`src/rtl/timer_pkg.sv`:
```
// Shared definitions for the timer programming sequencer: register map,
// TCR/TSR bit positions, sequencer and transfer-engine state encodings.
package timer_pkg;

  localparam logic [7:0] TDR_OFS = 8'h00;
  localparam logic [7:0] TCR_OFS = 8'h01;
  localparam logic [7:0] TSR_OFS = 8'h02;

  localparam int TCR_LOAD   = 7;
  localparam int TCR_DOWN   = 5;
  localparam int TCR_EN     = 4;
  localparam int TCR_CKS_HI = 1;
  localparam int TCR_CKS_LO = 0;

  localparam int TSR_OVF = 0;
  localparam int TSR_UDF = 1;

  localparam logic [7:0] TCR_LOAD_VAL = 8'h01 << TCR_LOAD;
  localparam logic [7:0] TCR_STOP_VAL = 8'h00;
  localparam logic [7:0] TSR_CLR_VAL  = 8'h00;

  typedef enum logic [1:0] {
    APB_IDLE   = 2'd0,
    APB_SETUP  = 2'd1,
    APB_ACCESS = 2'd2
  } apb_state_e;

  localparam logic [3:0] ST_IDLE     = 4'd0;
  localparam logic [3:0] ST_WR_TDR   = 4'd1;
  localparam logic [3:0] ST_RD_TSR   = 4'd2;
  localparam logic [3:0] ST_CLR_TSR  = 4'd3;
  localparam logic [3:0] ST_WR_LOAD  = 4'd4;
  localparam logic [3:0] ST_WR_RUN   = 4'd5;
  localparam logic [3:0] ST_WAIT_EVT = 4'd6;
  localparam logic [3:0] ST_SVC_RD   = 4'd7;
  localparam logic [3:0] ST_SVC_CLR  = 4'd8;
  localparam logic [3:0] ST_STOP_WR  = 4'd9;
  localparam logic [3:0] ST_ERR      = 4'd10;

  function automatic logic [7:0] tcr_run(input logic down, input logic [1:0] cks);
    logic [7:0] v;
    v = 8'h00;
    v[TCR_EN] = 1'b1;
    v[TCR_DOWN] = down;
    v[TCR_CKS_HI:TCR_CKS_LO] = cks;
    return v;
  endfunction

  function automatic logic is_xfer(input logic [3:0] st);
    logic r;
    case (st)
      ST_WR_TDR, ST_RD_TSR, ST_CLR_TSR, ST_WR_LOAD, ST_WR_RUN,
      ST_SVC_RD, ST_SVC_CLR, ST_STOP_WR: r = 1'b1;
      default: r = 1'b0;
    endcase
    return r;
  endfunction

endpackage

```
`src/rtl/timer_ctrl_seq_if.sv`:
```
// APB bus bundle between the timer sequencer (master) and the timer block.
interface timer_ctrl_seq_if;
  logic       psel;
  logic       penable;
  logic       pwrite;
  logic [7:0] paddr;
  logic [7:0] pwdata;
  logic [7:0] prdata;
  logic       pready;
  logic       pslverr;

  modport master (output psel, penable, pwrite, paddr, pwdata,
                  input  prdata, pready, pslverr);
  modport slave  (input  psel, penable, pwrite, paddr, pwdata,
                  output prdata, pready, pslverr);
endinterface

```
`src/rtl/timer_ctrl_seq_apb_master_if.sv`:
```
// Single APB transfer engine: takes one request, runs SETUP/ACCESS, reports
// done with fail on pslverr or after APB_TO ACCESS cycles without pready.
module apb_master_if
  import timer_pkg::*;
#(
  parameter int APB_TO = 16
) (
  input  logic       pclk,
  input  logic       presetn,
  input  logic       req,
  input  logic       wr,
  input  logic [7:0] addr,
  input  logic [7:0] wdata,
  output logic       done,
  output logic       fail,
  output logic [7:0] rdata,
  timer_ctrl_seq_if.master apb
);
  localparam int TW = $clog2(APB_TO + 1);

  apb_state_e    st_r;
  logic [TW-1:0] wait_r;
  logic          psel_r, penable_r, pwrite_r, done_r, fail_r;
  logic [7:0]    paddr_r, pwdata_r, rdata_r;

  assign apb.psel    = psel_r;
  assign apb.penable = penable_r;
  assign apb.pwrite  = pwrite_r;
  assign apb.paddr   = paddr_r;
  assign apb.pwdata  = pwdata_r;
  assign done        = done_r;
  assign fail        = fail_r;
  assign rdata       = rdata_r;

  // Transfer engine; a request is not re-accepted in the cycle done is
  // shown, so the sequencer has exactly one cycle to move on.
  always_ff @(posedge pclk) begin
    if (!presetn) begin
      st_r      <= APB_IDLE;
      wait_r    <= '0;
      psel_r    <= 1'b0;
      penable_r <= 1'b0;
      pwrite_r  <= 1'b0;
      paddr_r   <= 8'h00;
      pwdata_r  <= 8'h00;
      rdata_r   <= 8'h00;
      done_r    <= 1'b0;
      fail_r    <= 1'b0;
    end else begin
      done_r <= 1'b0;
      fail_r <= 1'b0;
      case (st_r)
        APB_IDLE: begin
          if (req && !done_r) begin
            st_r      <= APB_SETUP;
            psel_r    <= 1'b1;
            penable_r <= 1'b0;
            pwrite_r  <= wr;
            paddr_r   <= addr;
            pwdata_r  <= wdata;
          end
        end
        APB_SETUP: begin
          st_r      <= APB_ACCESS;
          penable_r <= 1'b1;
          wait_r    <= '0;
        end
        APB_ACCESS: begin
          if (apb.pready) begin
            st_r      <= APB_IDLE;
            psel_r    <= 1'b0;
            penable_r <= 1'b0;
            done_r    <= 1'b1;
            fail_r    <= apb.pslverr;
            rdata_r   <= apb.prdata;
          end else if (wait_r == TW'(APB_TO - 1)) begin
            st_r      <= APB_IDLE;
            psel_r    <= 1'b0;
            penable_r <= 1'b0;
            done_r    <= 1'b1;
            fail_r    <= 1'b1;
          end else begin
            wait_r <= wait_r + TW'(1);
          end
        end
        default: begin
          st_r      <= APB_IDLE;
          psel_r    <= 1'b0;
          penable_r <= 1'b0;
        end
      endcase
    end
  end
endmodule

```
`src/rtl/timer_ctrl_seq.sv`:
```
// Timer programming/servicing sequencer over APB.
// Build option: define TIMER_CTRL_AUTO_RELOAD_EN to re-arm the timer after each event.
module timer_ctrl_seq
  import timer_pkg::*;
#(
  parameter logic [7:0] TMR_BASE = 8'h00,
  parameter int         APB_TO   = 16
) (
  input  logic       pclk,
  input  logic       presetn,
  input  logic       start,
  input  logic       stop,
  input  logic [7:0] cfg_tdr,
  input  logic       cfg_down,
  input  logic [1:0] cfg_cks,
  input  logic       tmr_irq,
  timer_ctrl_seq_if.master apb,
  output logic       busy,
  output logic       evt_valid,
  output logic       evt_ovf,
  output logic       evt_udf,
  output logic [7:0] evt_cnt,
  output logic       err
);
  logic [3:0] state_r, next_s, seq_next_s;
  logic       req_s, wr_s, done_s, fail_s;
  logic [7:0] addr_s, wdata_s, rdata_s;
  logic [7:0] tdr_r;
  logic       down_r, reload_r, stop_r, ovf_lat_r, udf_lat_r;
  logic [1:0] cks_r;
  logic       busy_r, evt_valid_r, evt_ovf_r, evt_udf_r, err_r;
  logic [7:0] evt_cnt_r;
  logic       stop_pend_s, start_acc_s;

  assign busy      = busy_r;
  assign evt_valid = evt_valid_r;
  assign evt_ovf   = evt_ovf_r;
  assign evt_udf   = evt_udf_r;
  assign evt_cnt   = evt_cnt_r;
  assign err       = err_r;

  assign stop_pend_s = stop_r | stop;
  assign start_acc_s = start & (((state_r == ST_IDLE) & ~stop) | (state_r == ST_ERR));

  apb_master_if #(.APB_TO(APB_TO)) u_apb (
    .pclk    (pclk),
    .presetn (presetn),
    .req     (req_s),
    .wr      (wr_s),
    .addr    (addr_s),
    .wdata   (wdata_s),
    .done    (done_s),
    .fail    (fail_s),
    .rdata   (rdata_s),
    .apb     (apb)
  );

  // Transfer request implied by the current sequencer state.
  always_comb begin
    req_s   = 1'b1;
    wr_s    = 1'b1;
    addr_s  = TMR_BASE + TCR_OFS;
    wdata_s = 8'h00;
    case (state_r)
      ST_WR_TDR: begin
        addr_s  = TMR_BASE + TDR_OFS;
        wdata_s = tdr_r;
      end
      ST_RD_TSR, ST_SVC_RD: begin
        wr_s   = 1'b0;
        addr_s = TMR_BASE + TSR_OFS;
      end
      ST_CLR_TSR, ST_SVC_CLR: begin
        addr_s  = TMR_BASE + TSR_OFS;
        wdata_s = TSR_CLR_VAL;
      end
      ST_WR_LOAD: wdata_s = TCR_LOAD_VAL;
      ST_WR_RUN:  wdata_s = tcr_run(down_r, cks_r);
      ST_STOP_WR: wdata_s = TCR_STOP_VAL;
      default:    req_s   = 1'b0;
    endcase
  end

  // Successor of each transfer state when it completes cleanly.
  always_comb begin
    seq_next_s = ST_IDLE;
    case (state_r)
      ST_WR_TDR:  seq_next_s = reload_r ? ST_WR_LOAD : ST_RD_TSR;
      ST_RD_TSR:  seq_next_s = (rdata_s == 8'h00) ? ST_WR_LOAD : ST_CLR_TSR;
      ST_CLR_TSR: seq_next_s = ST_WR_LOAD;
      ST_WR_LOAD: seq_next_s = ST_WR_RUN;
      ST_WR_RUN:  seq_next_s = ST_WAIT_EVT;
      ST_SVC_RD:  seq_next_s = (rdata_s == 8'h00) ? ST_WAIT_EVT : ST_SVC_CLR;
`ifdef TIMER_CTRL_AUTO_RELOAD_EN
      ST_SVC_CLR: seq_next_s = ST_WR_TDR;
`else
      ST_SVC_CLR: seq_next_s = ST_STOP_WR;
`endif
      default:    seq_next_s = ST_IDLE;
    endcase
  end

  // Sequencer next state; a pending stop only takes effect at a transfer boundary.
  always_comb begin
    next_s = state_r;
    case (state_r)
      ST_IDLE:     next_s = stop ? ST_STOP_WR : (start ? ST_WR_TDR : ST_IDLE);
      ST_ERR:      next_s = start ? ST_WR_TDR : ST_ERR;
      ST_WAIT_EVT: next_s = stop ? ST_STOP_WR : (tmr_irq ? ST_SVC_RD : ST_WAIT_EVT);
      ST_WR_TDR, ST_RD_TSR, ST_CLR_TSR, ST_WR_LOAD, ST_WR_RUN,
      ST_SVC_RD, ST_SVC_CLR, ST_STOP_WR: begin
        if (!done_s)                    next_s = state_r;
        else if (fail_s)                next_s = ST_ERR;
        else if (state_r == ST_STOP_WR) next_s = ST_IDLE;
        else if (stop_pend_s)           next_s = ST_STOP_WR;
        else                            next_s = seq_next_s;
      end
      default:     next_s = ST_IDLE;
    endcase
  end

  // State, shadow configuration, event reporting and sticky error.
  always_ff @(posedge pclk) begin
    if (!presetn) begin
      state_r     <= ST_IDLE;
      busy_r      <= 1'b0;
      stop_r      <= 1'b0;
      tdr_r       <= 8'h00;
      down_r      <= 1'b0;
      cks_r       <= 2'b00;
      reload_r    <= 1'b0;
      ovf_lat_r   <= 1'b0;
      udf_lat_r   <= 1'b0;
      evt_valid_r <= 1'b0;
      evt_ovf_r   <= 1'b0;
      evt_udf_r   <= 1'b0;
      evt_cnt_r   <= 8'h00;
      err_r       <= 1'b0;
    end else begin
      state_r     <= next_s;
      busy_r      <= (next_s != ST_IDLE) && (next_s != ST_ERR);
      stop_r      <= (stop_r | (stop & is_xfer(state_r))) & is_xfer(next_s)
                     & (next_s != ST_STOP_WR);
      evt_valid_r <= 1'b0;
      if (start_acc_s) begin
        tdr_r     <= cfg_tdr;
        down_r    <= cfg_down;
        cks_r     <= cfg_cks;
        reload_r  <= 1'b0;
        evt_cnt_r <= 8'h00;
        err_r     <= 1'b0;
      end
      if (done_s && fail_s) begin
        err_r <= 1'b1;
      end
      if (done_s && !fail_s && (state_r == ST_SVC_RD) && (rdata_s != 8'h00)) begin
        ovf_lat_r <= rdata_s[TSR_OVF];
        udf_lat_r <= rdata_s[TSR_UDF];
      end
      if (done_s && !fail_s && (state_r == ST_SVC_CLR)) begin
        evt_valid_r <= 1'b1;
        evt_cnt_r   <= evt_cnt_r + 8'h01;
        evt_ovf_r   <= ovf_lat_r;
        evt_udf_r   <= udf_lat_r;
        reload_r    <= 1'b1;
      end
    end
  end
endmodule

```
`src/flat_wrapper.sv`:
```
// flat-port wrapper written by rule: the top's interface ports become plain ports
module timer_ctrl_seq_flat import timer_pkg::*;
#(
  parameter logic [7:0] TMR_BASE = 8'h00,
  parameter int         APB_TO   = 16
)
  (pclk, presetn, start, stop, cfg_tdr, cfg_down, cfg_cks, tmr_irq, busy, evt_valid, evt_ovf, evt_udf, evt_cnt, err, apb_psel, apb_penable, apb_pwrite, apb_paddr, apb_pwdata, apb_prdata, apb_pready, apb_pslverr);
  timer_ctrl_seq_if apb_i ();
  input  logic pclk;
  input  logic presetn;
  input  logic start;
  input  logic stop;
  input  logic [7:0] cfg_tdr;
  input  logic cfg_down;
  input  logic [1:0] cfg_cks;
  input  logic tmr_irq;
  output logic busy;
  output logic evt_valid;
  output logic evt_ovf;
  output logic evt_udf;
  output logic [7:0] evt_cnt;
  output logic err;
  output wire logic [$bits(apb_i.psel)-1:0] apb_psel;
  output wire logic [$bits(apb_i.penable)-1:0] apb_penable;
  output wire logic [$bits(apb_i.pwrite)-1:0] apb_pwrite;
  output wire logic [$bits(apb_i.paddr)-1:0] apb_paddr;
  output wire logic [$bits(apb_i.pwdata)-1:0] apb_pwdata;
  input wire logic [$bits(apb_i.prdata)-1:0] apb_prdata;
  input wire logic [$bits(apb_i.pready)-1:0] apb_pready;
  input wire logic [$bits(apb_i.pslverr)-1:0] apb_pslverr;
  assign apb_psel = apb_i.psel;
  assign apb_penable = apb_i.penable;
  assign apb_pwrite = apb_i.pwrite;
  assign apb_paddr = apb_i.paddr;
  assign apb_pwdata = apb_i.pwdata;
  assign apb_i.prdata = apb_prdata;
  assign apb_i.pready = apb_pready;
  assign apb_i.pslverr = apb_pslverr;
  timer_ctrl_seq #(.TMR_BASE(TMR_BASE), .APB_TO(APB_TO)) u_core (.pclk(pclk), .presetn(presetn), .start(start), .stop(stop), .cfg_tdr(cfg_tdr), .cfg_down(cfg_down), .cfg_cks(cfg_cks), .tmr_irq(tmr_irq), .apb(apb_i), .busy(busy), .evt_valid(evt_valid), .evt_ovf(evt_ovf), .evt_udf(evt_udf), .evt_cnt(evt_cnt), .err(err));
endmodule
```
`config.mk`:
```
export PLATFORM = sky130hd
export DESIGN_NAME = timer_ctrl_seq_flat
export DESIGN_NICKNAME = d
export VERILOG_FILES = /design/src/rtl/timer_pkg.sv /design/src/rtl/timer_ctrl_seq_if.sv /design/src/rtl/timer_ctrl_seq_apb_master_if.sv /design/src/rtl/timer_ctrl_seq.sv /design/src/flat_wrapper.sv
export SDC_FILE = /design/constraint.sdc
export NUM_CORES = 1
export LEC_CHECK = 0
export BUFFER_PORTS_ARGS = -buffer_cell sky130_fd_sc_hd__buf_2
export CORE_MARGIN = 2
export CORE_UTILIZATION = 45
export CTS_BUF_LIST = sky130_fd_sc_hd__clkbuf_16
export CTS_CLUSTER_DIAMETER = 100
export CTS_CLUSTER_SIZE = 30
export DETAILED_ROUTE_END_ITERATION = 16
export PLACE_DENSITY = 0.67
export RECOVER_POWER = 25
export SLEW_MARGIN = 20
export SYNTH_ARGS = -nofsm -noshare
export SYNTH_HDL_FRONTEND = slang
export SYNTH_SLANG_ARGS = --single-unit
```
`constraint.sdc`:
```
create_clock -name pclk -period 4.1 [get_ports pclk]
set_input_delay 0.205 -clock pclk [delete_from_list [all_inputs] [get_ports pclk]]
set_output_delay 0.205 -clock pclk [all_outputs]
set_load 0.005 [all_outputs]
```
==> impl_results.md <==
* Fin Clk Skew at roughly 7.5 ps
* Final setup viols at 0
* Multiplexer share of the synthesized area at under 10%
* Pwr dens at around 480 mW/mm^2
* Setup TNS at 0 ps
* Worst slew pin tran at between 1000 and 1500 ps
* Mean Syn Cell Area at 7.99 sq um
* Total gr overflow at 0
* Largest cells by area after synthesis: dfxtp_1, a21oi_1, nand2_1, nor2_1, mux2i_1
* Core Area at about 0.0063 sq mm
* Slew Limit Fails at 0
* Startpoint types: flip-flop
* Clk sinks at just over 60
* DP Worst Slack at 1690 ps
* Std-Cell Rows at 29
* Worst vdd ir at approximately 0.34 mV
* First-pass GRT wire length at around 12000 microns
* Worst Path Required at roughly 4300 ps
* Max Root-Sink Buffers at 2
* Post-route ant nets at 0
* Cells after Synth at approximately 370
* Number of enable flip-flop cells after synthesis at 0
* Warnings, synthesis at 0
* Endpoints failing hold at 0
* Post_cts resized at 0
* DRT Pass-1 Iters at 4
* Layout Cells excl Fill at a little under 500
* Vias per cell at between 5 and 6
* Area Overhead vs Synth at 18.3%
* Max Cap Viol at 0
* Worst slew margin at slightly below 30%
* Largest net degree at the start of global routing at 56
* Adder-cell share of the synthesized area at 1.28%
* Full die area at around 0.007 sq mm
* Largest family of logic cells by synthesized area: simple AND/OR/NAND/NOR gates
* Crit. End Element: flip-flop
* Leak pwr at approximately 1.3 nW
* DP Wirelength at around 4600 microns
* Critical path peak fanout at 25
* Post-CTS setup buffers at 0
* Post-Syn Area at between 0.002 and 0.003 sq mm
* DP Cell Count at 471
* Post-Synth XOR/XNOR Area at under 10%
* Min Clock Period, post-route at 2450 ps
* Status: complete, no violations
* I/O pin total at 58
* Reg2Reg Setup Slack at 1650 ps
* Final Worst Setup Slack at around 1600 ps
* Initial core utilization at between 40% and 50%
* DR WL/cell at between 10 and 15 microns
* Sequential element share of the synthesized area at a little over two fifths
* Post-synthesis async set-or-reset flop share at 0%
* Synth Area in Compound Gates at a little under a fifth
* Final nets at between 400 and 500
* TritonCTS clock tree: done
* Vias in the first global route at between 2000 and 2500
* Worst hold path class: in2reg
* Clock transition at path regs at 50 ps
* Top-area cell type share of the netlist area at between 40% and 50%
* Die width at roughly 85 microns
* RSZ-0062 raised after global routing: false
* Peak Freq at between 0.4 and 0.5 GHz
* Worst Path Arrival at 2670 ps
* Crit Path Category: reg2reg
* Layout cell share with drive strength beyond 1 at 16.3%
* Worst-Skew Late Latency at 330 ps
* Die H at around 85 microns
* H-tree levels at 3
* Detailed-route via count at between 2000 and 3000
* Top_reg_cell synth: dfxtp_1
* Total GRT Usage at around a fifth
* Initial antenna violation count at 0
* Buffers on Ports at 51
* Synth Register Bits at 62
* Largest area contributor in the netlist: dfxtp_1
* Drt drc at 0
* Crit share post-route at roughly three fifths
* DRT iter0 DRCs at roughly 270
* Root buffer cell: clkbuf_16
* Simple-gate area share of the yosys netlist at a little over a quarter
* Placer Congestion at ~0.89
* Cell variety after synth at slightly below 60
* Ant. Diodes at 0
* Hold_buf cts at 0
* Final WL at 6940 microns
* CTS Buf Count at 9
final cells by class:
type | instances | area (sq um)
clock buffers | 9 | 225
clock inverters | 7 | 114
well taps | 77 | 96.3
repair buffers | 51 | 243
fillers | 603 | 2840
multi-input cells | 274 | 1530
flip-flops and latches | 62 | 1240
inverters | 7 | 26.3
kinds of logic (layout without fill, tap and decap cells):
family,after synthesis,in the layout
flops,62,62
compound gates,91,91
fa+ha+maj,3,3
mux,11,11
other cells,1,6
xor+xnor,4,4
simple gates,159,159
buf+inv,36,74
through the flow:
step | utilization [%] | instance area (sq um) | power [mW] | hold slack (ps)
2_1_floorplan | - | 2950 | 0.770 | 327
3_3_place_gp | 49.8 | 3150 | 0.806 | 439
3_5_place_dp | 49.8 | 3150 | 0.809 | 446
4_1_cts | 55.2 | 3480 | 1.67 | 116
5_1_grt | 55.0 | 3470 | 1.73 | 116
6_report | 55.0 | 3470 | 1.66 | 123
critical path, cell delays in order, from the launching register on:
cell	delay, ps
dfxtp_1	890
inv_1	290
nor3_1	300
a211oi_1	120
o311a_1	430
nand2b_1	170
o211a_1	150
cell usage in the layout, fill, tap and decap left out, types with 4 or more instances in the layout:
master / count
buf_2: 41
inv_1: 7
nor4_1: 4
mux2i_1: 8
clkbuf_16: 9
nor2b_1: 5
nor3_1: 11
a31oi_1: 4
nand2b_1: 6
conb_1: 6
o21ai_0: 12
o2111ai_1: 4
dfxtp_1: 62
a21oi_1: 51
nand3_1: 13
nor2_1: 41
nand2_1: 55
clkbuf_1: 9
Yosys cell counts, drive strengths merged (5+ instances only):
cell / count
a21oi: 51
buf: 16
clkbuf: 13
dfxtp: 62
inv: 7
mux2i: 8
nand2: 55
nand2b: 6
nand3: 14
nor2: 43
nor2b: 5
nor3: 11
o21ai: 15
power breakdown:
group	switching [mW]	internal, mW
combinational	0.0957	0.0543
clock	0.269	0.590
sequential	0.0223	0.625
flip-flops by register name, summed over array words and instances, names as in the netlist, 2 cells and up, named ones only:
name and count:
u_core.tdr_r 8, u_core.u_apb.wait_r 5, u_core.u_apb.st_r 2, u_core.cks_r 2, u_core.evt_cnt 8, u_core.u_apb.apb.paddr 2
u_core.u_apb.apb.pwdata 8, u_core.state_r 4, u_core.u_apb.rdata 8
worst paths after layout:
path                                                              start                                       to  cells after the start
worst min register to register  u_core.u_apb.apb.pwdata[3]$_SDFFE_PN0P_  u_core.u_apb.apb.pwdata[3]$_SDFFE_PN0P_                      2
worst max register to register             u_core.state_r[2]$_SDFF_PN0_                   u_core.busy$_SDFF_PN0_                      6
worst min-delay path                                      apb_prdata[6]       u_core.u_apb.rdata[6]$_SDFFE_PN0P_                      3
worst max-delay path                       u_core.state_r[2]$_SDFF_PN0_                   u_core.busy$_SDFF_PN0_                      6
per-layer routing:
metal	track usage (%)	vias up	part of all wire [%]	wire, microns
li1	-	1351	-	-
met1	27.1	1258	47	3240
met2	31.0	68	47	3270
met3	7.08	9	4.9	337
met4	7.22	0	1.3	93
met5	0	-	0	0
(Power assumes the default switching activity.)
